==> src/rtl/mips_defs.sv <==
`default_nettype none
// +------------------------------------------------------------------------+
// | Package  : mips_defs                                                   |
// | Brief    : Opcodes, state encoding and mux-select codes shared by the  |
// |            multi-cycle controller and the datapath muxes.              |
// | Revision : 1.0  initial release                                        |
// +------------------------------------------------------------------------+
package mips_defs;

    localparam logic [5:0] C_OP_RTYPE = 6'h00;
    localparam logic [5:0] C_OP_J     = 6'h02;
    localparam logic [5:0] C_OP_JAL   = 6'h03;
    localparam logic [5:0] C_OP_BEQ   = 6'h04;
    localparam logic [5:0] C_OP_ORI   = 6'h0D;
    localparam logic [5:0] C_OP_LUI   = 6'h0F;
    localparam logic [5:0] C_OP_LW    = 6'h23;
    localparam logic [5:0] C_OP_SW    = 6'h2B;

    localparam logic [5:0] C_FN_JR    = 6'h08;
    localparam logic [5:0] C_FN_ADDU  = 6'h21;
    localparam logic [5:0] C_FN_SUBU  = 6'h23;

    typedef enum logic [2:0] {
        ST_FETCH     = 3'd0,
        ST_DECODE    = 3'd1,
        ST_EXECUTE   = 3'd2,
        ST_MEMORY    = 3'd3,
        ST_WRITEBACK = 3'd4
    } state_e;

    localparam logic [2:0] C_ALU_ADD    = 3'd0;
    localparam logic [2:0] C_ALU_SUB    = 3'd1;
    localparam logic [2:0] C_ALU_OR     = 3'd2;
    localparam logic [2:0] C_ALU_PASS_B = 3'd3;

    localparam logic [1:0] C_EXT_ZERO   = 2'd0;
    localparam logic [1:0] C_EXT_SIGN   = 2'd1;
    localparam logic [1:0] C_EXT_LUI    = 2'd2;

    localparam logic [1:0] C_RDST_RT    = 2'd0;
    localparam logic [1:0] C_RDST_RD    = 2'd1;
    localparam logic [1:0] C_RDST_RA    = 2'd2;

    localparam logic [1:0] C_WD_ALU     = 2'd0;
    localparam logic [1:0] C_WD_DM      = 2'd1;
    localparam logic [1:0] C_WD_PC4     = 2'd2;

    localparam logic [1:0] C_NPC_PC4    = 2'd0;
    localparam logic [1:0] C_NPC_BRANCH = 2'd1;
    localparam logic [1:0] C_NPC_JUMP   = 2'd2;
    localparam logic [1:0] C_NPC_RS     = 2'd3;

    typedef enum logic [3:0] {
        CLS_NOP    = 4'd0,
        CLS_ALU_R  = 4'd1,
        CLS_ALU_I  = 4'd2,
        CLS_LOAD   = 4'd3,
        CLS_STORE  = 4'd4,
        CLS_BRANCH = 4'd5,
        CLS_JUMP   = 4'd6,
        CLS_JAL    = 4'd7,
        CLS_JR     = 4'd8
    } instr_cls_e;

    // Static per-instruction information; ALU fields are only consumed in EXECUTE.
    typedef struct packed {
        instr_cls_e cls;
        logic [2:0] alu_op;
        logic [1:0] ext_op;
        logic       alu_src_b;
    } dec_t;

endpackage
`default_nettype wire

==> src/rtl/mips_mc_decode.sv <==
`default_nettype none
// +------------------------------------------------------------------------+
// | Module   : mips_mc_decode                                              |
// | Brief    : Combinational opcode/funct classifier with ALU selects.     |
// | Revision : 1.0  initial release                                        |
// +------------------------------------------------------------------------+
module mips_mc_decode
    import mips_defs::*;
(
    input  logic [5:0] opcode,
    input  logic [5:0] funct,
    output dec_t       dec
);

    always_comb begin
        dec.cls       = CLS_NOP;
        dec.alu_op    = C_ALU_ADD;
        dec.ext_op    = C_EXT_ZERO;
        dec.alu_src_b = 1'b0;
        case (opcode)
            C_OP_RTYPE: begin
                case (funct)
                    C_FN_ADDU: dec.cls = CLS_ALU_R;
                    C_FN_SUBU: begin
                        dec.cls    = CLS_ALU_R;
                        dec.alu_op = C_ALU_SUB;
                    end
                    C_FN_JR:   dec.cls = CLS_JR;
                    default:   dec.cls = CLS_NOP;
                endcase
            end
            C_OP_ORI: begin
                dec.cls       = CLS_ALU_I;
                dec.alu_op    = C_ALU_OR;
                dec.ext_op    = C_EXT_ZERO;
                dec.alu_src_b = 1'b1;
            end
            C_OP_LUI: begin
                dec.cls       = CLS_ALU_I;
                dec.alu_op    = C_ALU_PASS_B;
                dec.ext_op    = C_EXT_LUI;
                dec.alu_src_b = 1'b1;
            end
            C_OP_LW: begin
                dec.cls       = CLS_LOAD;
                dec.ext_op    = C_EXT_SIGN;
                dec.alu_src_b = 1'b1;
            end
            C_OP_SW: begin
                dec.cls       = CLS_STORE;
                dec.ext_op    = C_EXT_SIGN;
                dec.alu_src_b = 1'b1;
            end
            C_OP_BEQ: begin
                dec.cls    = CLS_BRANCH;
                dec.alu_op = C_ALU_SUB;
            end
            C_OP_J:   dec.cls = CLS_JUMP;
            C_OP_JAL: dec.cls = CLS_JAL;
            default:  dec.cls = CLS_NOP;
        endcase
    end

endmodule
`default_nettype wire

==> src/rtl/mips_mc_ctrl.sv <==
`default_nettype none
// +------------------------------------------------------------------------+
// | Module   : mips_mc_ctrl                                                |
// | Brief    : Multi-cycle MIPS control FSM with retired-instruction count.|
// | Revision : 1.0  initial release                                        |
// +------------------------------------------------------------------------+
module mips_mc_ctrl
    import mips_defs::*;
#(
    parameter int CNT_W = 32
) (
    input  logic             clk,
    input  logic             reset,
    input  logic [5:0]       opcode,
    input  logic [5:0]       funct,
    input  logic             zero,
    input  logic             dm_ready,
    output logic             pc_we,
    output logic             ir_we,
    output logic             reg_we,
    output logic             dm_req,
    output logic             dm_we,
    output logic             alu_src_b,
    output logic [1:0]       ext_op,
    output logic [2:0]       alu_op,
    output logic [1:0]       reg_dst,
    output logic [1:0]       wd_sel,
    output logic [1:0]       npc_sel,
    output logic             instr_done,
    output logic [CNT_W-1:0] instr_cnt
);

    state_e           state_q, state_d;
    logic [CNT_W-1:0] cnt_q, cnt_d;
    dec_t             w_dec;

    logic       w_pc_we, w_ir_we, w_reg_we, w_dm_req, w_dm_we, w_done;
    logic       w_alu_src_b;
    logic [1:0] w_ext_op, w_reg_dst, w_wd_sel, w_npc_sel;
    logic [2:0] w_alu_op;

    mips_mc_decode u_decode (
        .opcode (opcode),
        .funct  (funct),
        .dec    (w_dec)
    );

    always_comb begin
        state_d     = ST_FETCH;
        w_pc_we     = 1'b0;
        w_ir_we     = 1'b0;
        w_reg_we    = 1'b0;
        w_dm_req    = 1'b0;
        w_dm_we     = 1'b0;
        w_done      = 1'b0;
        w_alu_src_b = 1'b0;
        w_ext_op    = C_EXT_ZERO;
        w_alu_op    = C_ALU_ADD;
        w_reg_dst   = C_RDST_RT;
        w_wd_sel    = C_WD_ALU;
        w_npc_sel   = C_NPC_PC4;
        case (state_q)
            ST_FETCH: begin
                w_ir_we   = 1'b1;
                w_pc_we   = 1'b1;
                w_npc_sel = C_NPC_PC4;
                state_d   = ST_DECODE;
            end
            ST_DECODE: begin
                case (w_dec.cls)
                    CLS_JUMP: begin
                        w_pc_we   = 1'b1;
                        w_npc_sel = C_NPC_JUMP;
                        w_done    = 1'b1;
                    end
                    CLS_JAL: begin
                        w_pc_we   = 1'b1;
                        w_npc_sel = C_NPC_JUMP;
                        w_reg_we  = 1'b1;
                        w_reg_dst = C_RDST_RA;
                        w_wd_sel  = C_WD_PC4;
                        w_done    = 1'b1;
                    end
                    CLS_JR: begin
                        w_pc_we   = 1'b1;
                        w_npc_sel = C_NPC_RS;
                        w_done    = 1'b1;
                    end
                    CLS_NOP: w_done  = 1'b1;
                    default: state_d = ST_EXECUTE;
                endcase
            end
            ST_EXECUTE: begin
                w_alu_op    = w_dec.alu_op;
                w_ext_op    = w_dec.ext_op;
                w_alu_src_b = w_dec.alu_src_b;
                case (w_dec.cls)
                    CLS_BRANCH: begin
                        w_pc_we   = zero;
                        w_npc_sel = C_NPC_BRANCH;
                        w_done    = 1'b1;
                    end
                    CLS_LOAD, CLS_STORE: state_d = ST_MEMORY;
                    default:             state_d = ST_WRITEBACK;
                endcase
            end
            ST_MEMORY: begin
                w_dm_req = 1'b1;
                w_dm_we  = (w_dec.cls == CLS_STORE);
                if (!dm_ready) begin
                    state_d = ST_MEMORY;
                end else if (w_dec.cls == CLS_STORE) begin
                    w_done = 1'b1;
                end else begin
                    state_d = ST_WRITEBACK;
                end
            end
            ST_WRITEBACK: begin
                w_reg_we = 1'b1;
                w_done   = 1'b1;
                case (w_dec.cls)
                    CLS_ALU_R: w_reg_dst = C_RDST_RD;
                    CLS_LOAD:  w_wd_sel  = C_WD_DM;
                    default:   w_reg_dst = C_RDST_RT;
                endcase
            end
            default: state_d = ST_FETCH;
        endcase
    end

    always_comb begin
        cnt_d = cnt_q;
        if (w_done) begin
            cnt_d = cnt_q + CNT_W'(1);
        end
    end

    always_ff @(posedge clk or posedge reset) begin
        if (reset) begin
            state_q <= ST_FETCH;
            cnt_q   <= '0;
        end else begin
            state_q <= state_d;
            cnt_q   <= cnt_d;
        end
    end

    // Strobes are masked by reset directly so a bus request dies with reset, not a clock later.
    assign pc_we      = w_pc_we  & ~reset;
    assign ir_we      = w_ir_we  & ~reset;
    assign reg_we     = w_reg_we & ~reset;
    assign dm_req     = w_dm_req & ~reset;
    assign dm_we      = w_dm_we  & ~reset;
    assign instr_done = w_done   & ~reset;
    assign alu_src_b  = w_alu_src_b;
    assign ext_op     = w_ext_op;
    assign alu_op     = w_alu_op;
    assign reg_dst    = w_reg_dst;
    assign wd_sel     = w_wd_sel;
    assign npc_sel    = w_npc_sel;
    assign instr_cnt  = cnt_q;

endmodule
`default_nettype wire

==> config.mk <==
export PLATFORM = sky130hd
export DESIGN_NAME = mips_mc_ctrl
export DESIGN_NICKNAME = d
export VERILOG_FILES = /design/src/rtl/mips_defs.sv /design/src/rtl/mips_mc_decode.sv /design/src/rtl/mips_mc_ctrl.sv
export SDC_FILE = /design/constraint.sdc
export NUM_CORES = 1
export LEC_CHECK = 0
export CORE_MARGIN = 3
export CORE_UTILIZATION = 30
export DETAILED_ROUTE_END_ITERATION = 7
export GPL_TIMING_DRIVEN = 0
export PLACE_DENSITY = 0.7
export SYNTH_ARGS = -nofsm -noshare
export SYNTH_HDL_FRONTEND = slang
export SYNTH_SLANG_ARGS = --single-unit
==> constraint.sdc <==
create_clock -name clk -period 2 [get_ports clk]
set_input_delay 0.3 -clock clk [delete_from_list [all_inputs] [get_ports clk]]
set_output_delay 0.3 -clock clk [all_outputs]
set_load 0.1 [all_outputs]
* Word level (Yosys, flattened, before mapping) *
Cells that the tools add are included.

storage, ports and cells
  register bits = 35
  input port bits = 16

operators by class
  $add $sub $neg = 1
  equality and inequality tests = 21
  multiplexer cells = 34
  bitwise gates (word level) = 7
  reductions and logical operators = 10

operators by type and width
  kind                                                                    number
  32-bit by 1-bit adder with 32-bit output (second input constant)        1
  4-bit one-hot mux with 7 select lines                                   1
  6-bit equality test (second input constant)                             4
  6-bit by 4-bit equality test with 1-bit output (second input constant)  3
  4-bit by 3-bit equality test with 1-bit output (second input constant)  4
  2-bit one-hot mux with 2 select lines                                   4
  1-bit two-way mux                                                       15
  6-bit by 2-bit equality test with 1-bit output (second input constant)  2
  3-bit one-hot mux with 4 select lines                                   1
  2-bit OR reduction                                                      5
  3-bit two-way mux                                                       3
  3-bit one-hot mux with 3 select lines                                   1
  2-bit one-hot mux with 4 select lines                                   1
  4-bit one-hot mux with 2 select lines                                   1
  1-bit bitwise AND                                                       6
  3-bit by 2-bit equality test with 1-bit output (second input constant)  2
  6-bit by 3-bit equality test with 1-bit output (second input constant)  1
  6-bit zero test                                                         1
  2-bit two-way mux                                                       3
  3-bit one-hot mux with 2 select lines                                   1
  4-bit by 1-bit equality test with 1-bit output (second input constant)  1
  4-bit by 2-bit equality test with 1-bit output (second input constant)  1
  4-bit equality test (second input constant)                             1
  4-bit zero test                                                         1
  other kinds (9)                                                         9

* Logic depth before layout (Yosys ltp) *
  depth in word-level cells = 9
  depth in mapped cells = 8

* Cells and area by module *
From an unflattened synthesis, not the netlist that was laid out.

unflattened totals
  cell total of the unflattened synthesis = 244
  area total of the unflattened synthesis = 2229.6 um^2

by module, submodules not included
  module          times used  cells an instance  area an instance (um^2)  sequential area each (um^2)
  mips_mc_ctrl    1           211                1986.9                   875.8
  mips_mc_decode  1           33                 242.7                    0.0

* Worst setup path before layout *
Ideal clock, no wire load.

  path type = flip-flop to output port
  start = reg state_q[2]
  end = out alu_op[0]
  data arrival time = 5332 ps
  slack = -3632 ps
  cell stages (with the launch flop) = 7
  path buffers = 1
  cell sequence = dfrtp_1 > clkbuf_1 > nor2_1 > nand2_1 > nor4_1 > and2_1 > or2_2

on the way
  word-level cells in the longest chain between the ends = 2

RTL lines
  element                                         line                 text
  from (decl)                                     mips_mc_ctrl.sv:33   state_e state_q, state_d;
  from (signal assigned)                          mips_mc_ctrl.sv:143  state_q <= state_d;
  3-bit by 2-bit equality test with 1-bit output  mips_mc_ctrl.sv:62   case (state_q)
  3-bit two-way mux                               mips_mc_ctrl.sv:62
  to (decl)                                       mips_mc_ctrl.sv:25   output logic [2:0] alu_op,

Every way passes these cells.

* Worst setup path in the final report *
  start = in opcode[0]
  end = out instr_done

on the way
  word-level cells in the longest chain between the ends = 8
  elaborated cells between the ends (all ways) = 23
  classes of those cells = 12 x eq/ne; 6 x mux; 1 x bitwise; 4 x reduce/logical

RTL lines
  element                                                            line                                     text
  from (decl)                                                        mips_mc_ctrl.sv:14                       input logic [5:0] opcode,
  6-bit by 4-bit equality test with 1-bit output                     mips_mc_decode.sv:20                     case (opcode)
  2-bit OR reduction (no line)                                       -
  4-bit one-hot mux with 7 select lines *                            mips_mc_decode.sv:20
  4-bit equality test (tied with other cells)                        mips_mc_ctrl.sv:70                       case (w_dec.cls)
  4-bit OR reduction (no line) or 1-bit two-way mux (tied branches)  -
  1-bit two-way mux (on tied branches)                               mips_mc_ctrl.sv:70, mips_mc_ctrl.sv:110
  1-bit one-hot mux with 4 select lines *                            mips_mc_ctrl.sv:62
  1-bit bitwise AND *                                                mips_mc_ctrl.sv:154                      assign instr_done = w_done & ~reset;
  to (decl)                                                          mips_mc_ctrl.sv:29                       output logic instr_done,

Mark *: on every way between the ends. The rest lies on a longest branch, timed or not.

==> summary.txt <==
Routed wire per std cell = 16.7 microns
Post-Synth Simple-Gate Area = 0.354
Largest net degree at the start of global routing = 36
R2R depth = 9
First-pass GRT wire length = 11.0 mm
Pwr Density = 1090 mW/mm^2
I/O pin cnt = 66
Initial core utilization = 0.310
Worst skew pair latency = 0.29 ns
Max clock buf depth = 2
Skew final = 0.00836 ns
Synthesized-area fraction occupied by adder cells = 0.00590
Drt pass-1 iters = 4
FF+latch count, synth = 35
Outcome = finished, violations left
Final period util = 1.08
Port bufs = 64
Die Width = 90.1 microns
R2R setup slack = -0.13 ns
Core area = 0.00683 sq mm
Num rows = 30
Via/cell ratio = 5.07
Min-delay src = opcode[5]
Vias in the first global route = 2118
Filler cell count = 521
Post-Syn Area per Cell = 9.68 sq um
Slew @ Worst Pin = 0.965 ns
CP Class = in2out
Ys async rst share = 1.00
Worst-path clk slew = 0.06 ns
Share of cells above drive strength 1 = 0.509
Post-synthesis compound-gate area fraction = 0.0496
Die footprint = 0.00811 sq mm
Worst slew margin relative to its limit = 0.359
Max Fclk = 0.464 GHz
CTS tree = done
Worst R2R Start = state_q[0]
Sequential element share of the synthesized area = 0.413
Slew Limit Fails = 0
Setup Viol. Count Final = 34
Yosys top cell area share = 0.413
Max Cap Violations = 0
H-tree depth = 2
Initial antenna violation count = 0
Synth top cells by count = 35 x dfrtp_1, 26 x xor2_1, 15 x nand2_1, 15 x nor3_1
Root Buffer = clkbuf_8
Drc violations = 0
Multiplexer share of the synthesized area = 0.00531
Primary FF master, synth = dfrtp_1
WHS = 0.449 ns
Iter 0 DRT Violations = 77
CP endpoint kind = output port
CTS buffer count = 5
Total global routing overflow = 0
RR Endpoint = instr_cnt[23]
Top-count cell post-synth = dfrtp_1
Failing checks = setup timing
Synth-to-layout area growth = 93.5%
Area leader, netlist = dfrtp_1
# diodes = 0
Number of synthesized flops with an enable pin = 0
Crit-path cells = clkdlybuf4s15_2 > and2b_1 > nand4_1 > o221ai_2 > a21oi_2 > buf_6 > nor2_4 > buf_12
Ys Warns = 0
CP arrival = 1.85 ns
Synth top area cells = dfrtp_1 41%, xor2_1 11%, nor4_1 4.1%
WL final = 7.12 mm
Worst path slowest cell = clkdlybuf4s15_2
Max VDD drop = 0.00115 V
Final worst path period need = 2.15 ns
Setup ws final = -0.153 ns
Hold WC Path Type = in2reg
Combinational family with the most area after synthesis = simple AND/OR/NAND/NOR gates
Placer Congestion = 0.793
WP data required = 1.70 ns
Detail Route Antenna Nets = 0
Mapped Area = 0.00212 sq mm
Overall power = 4.46 mW
Die H = 90.1 microns
Vias post-DR = 2159
RSZ-0062 raised after global routing = yes
Mapped Cells = 219
Crit path launch type = primary input
Pleak = 1.58 nW
Mapped Nets = 236
Family with the most delay on the worst path = buffers and inverters
Final nets = 346
Crit path buf inv count = 3
Total GRT Usage = 0.166
Post-synthesis xor/xnor area fraction = 0.128
Hpwl dp = 4.32 mm
Final Hold Viols = 0
Crit Path Max Fanout = 5
Cts hold-fix bufs = 0
Hold Crit Depth = 4
CP max stage delay = 0.29 ns
Hold Path End = state_q[2]
Fin Setup TNS = -3.16 ns
Place WS = -1.66 ns
Clock sinks = 35
Yosys cell types = 49
==> stage by stage <==
| stage | instances | util | cell area (sq um) |
|---|---|---|---|
| 2_1_floorplan | 219 | - | 2510 |
| 3_3_place_gp | 379 | 0.479 | 3280 |
| 3_5_place_dp | 379 | 0.479 | 3280 |
| 4_1_cts | 411 | 0.552 | 3770 |
| 5_1_grt | 426 | 0.601 | 4100 |
| 6_report | 426 | 0.601 | 4100 |
==> layout by cell type (no fill, tap or decap), drive strengths merged, types with 3 or more instances in the layout <==
| master | n |
|---|---|
| nand2 | 15 |
| nand3b | 3 |
| clkdlybuf4s50 | 4 |
| nor3b | 7 |
| dfrtp | 35 |
| or2 | 3 |
| clkbuf | 12 |
| xor2 | 26 |
| nand4 | 9 |
| nor2 | 14 |
| dlygate4sd2 | 36 |
| buf | 69 |
| a21oi | 4 |
| nor3 | 15 |
| xnor2 | 5 |
| inv | 4 |
| nor4 | 20 |
| nand3 | 13 |
| and2 | 6 |
==> registers in the layout, summed over array words and instances, names as in the netlist <==
| name | cells |
|---|---|
| state_q | 3 |
| instr_cnt | 32 |
==> where the power goes <==
group	total (mW)	leakage [nW]	switching, mW	internal [mW]
combinational	2.88	1.19	1.94	0.945
clock	0.570	0.0515	0.255	0.314
sequential	1.01	0.344	0.157	0.852
==> cells by family after synthesis <==
kind of cell	after synthesis
adder cells (fa/ha/maj)	1
multiplexers	1
AND/OR/NAND/NOR	118
buffers and inverters	18
flip-flops	35
XOR/XNOR	31
AO/OA/AOI/OAI	14
other	1
==> how the worst max path moves through the flow <==
stage | start | end | cells after the start
after floorplan | state_q[2] | alu_op[0] | 6
after global placement | opcode[5] | instr_done | 8
after detailed placement | opcode[5] | instr_done | 8
after CTS | state_q[2] | alu_op[0] | 7
after global routing | state_q[0] | instr_cnt[25] | 9
final | opcode[0] | instr_done | 8
==> area by class of cell <==
type                       instances  area [sq um]  share of cell area
multi-input combinational        166          1650               0.403
timing repair buffer             103          1130               0.275
sequential                        35           922               0.225
buffer                            12           149              0.0363
tap                               96           120              0.0293
clock buffer                       8           100              0.0244
inverter                           6          30.0             0.00732
==> per-layer routing <==
| layer | up-vias | global-route usage | part of all wire | routed length (microns) |
|---|---|---|---|---|
| met5 | - | 0 | 0 | 0 |
| met4 | 0 | 0.0497 | 0.021 | 148 |
| met3 | 16 | 0.0285 | 0.023 | 163 |
| met2 | 39 | 0.280 | 0.53 | 3740 |
| met1 | 1094 | 0.216 | 0.43 | 3060 |
| li1 | 1010 | - | - | - |
==> worst reg2reg max path, cell delays in order, from the launching register on <==
cell      delay (ns)
dfrtp_2         0.43
or3b_4          0.45
a21boi_2        0.17
and2_1          0.15
buf_6           0.12
buf_12          0.10
nand4_4         0.12
buf_12          0.19
nor4_4          0.14
xor2_1          0.17
==> timing repair <==
item / CTS / global route
resized for setup: 228 / 39
gates cloned: 1 / 0
setup buffers: 23 / 15
setup endpoints to repair: 105 / 43
pin swaps: 35 / 29
(Power assumes the default switching activity.)
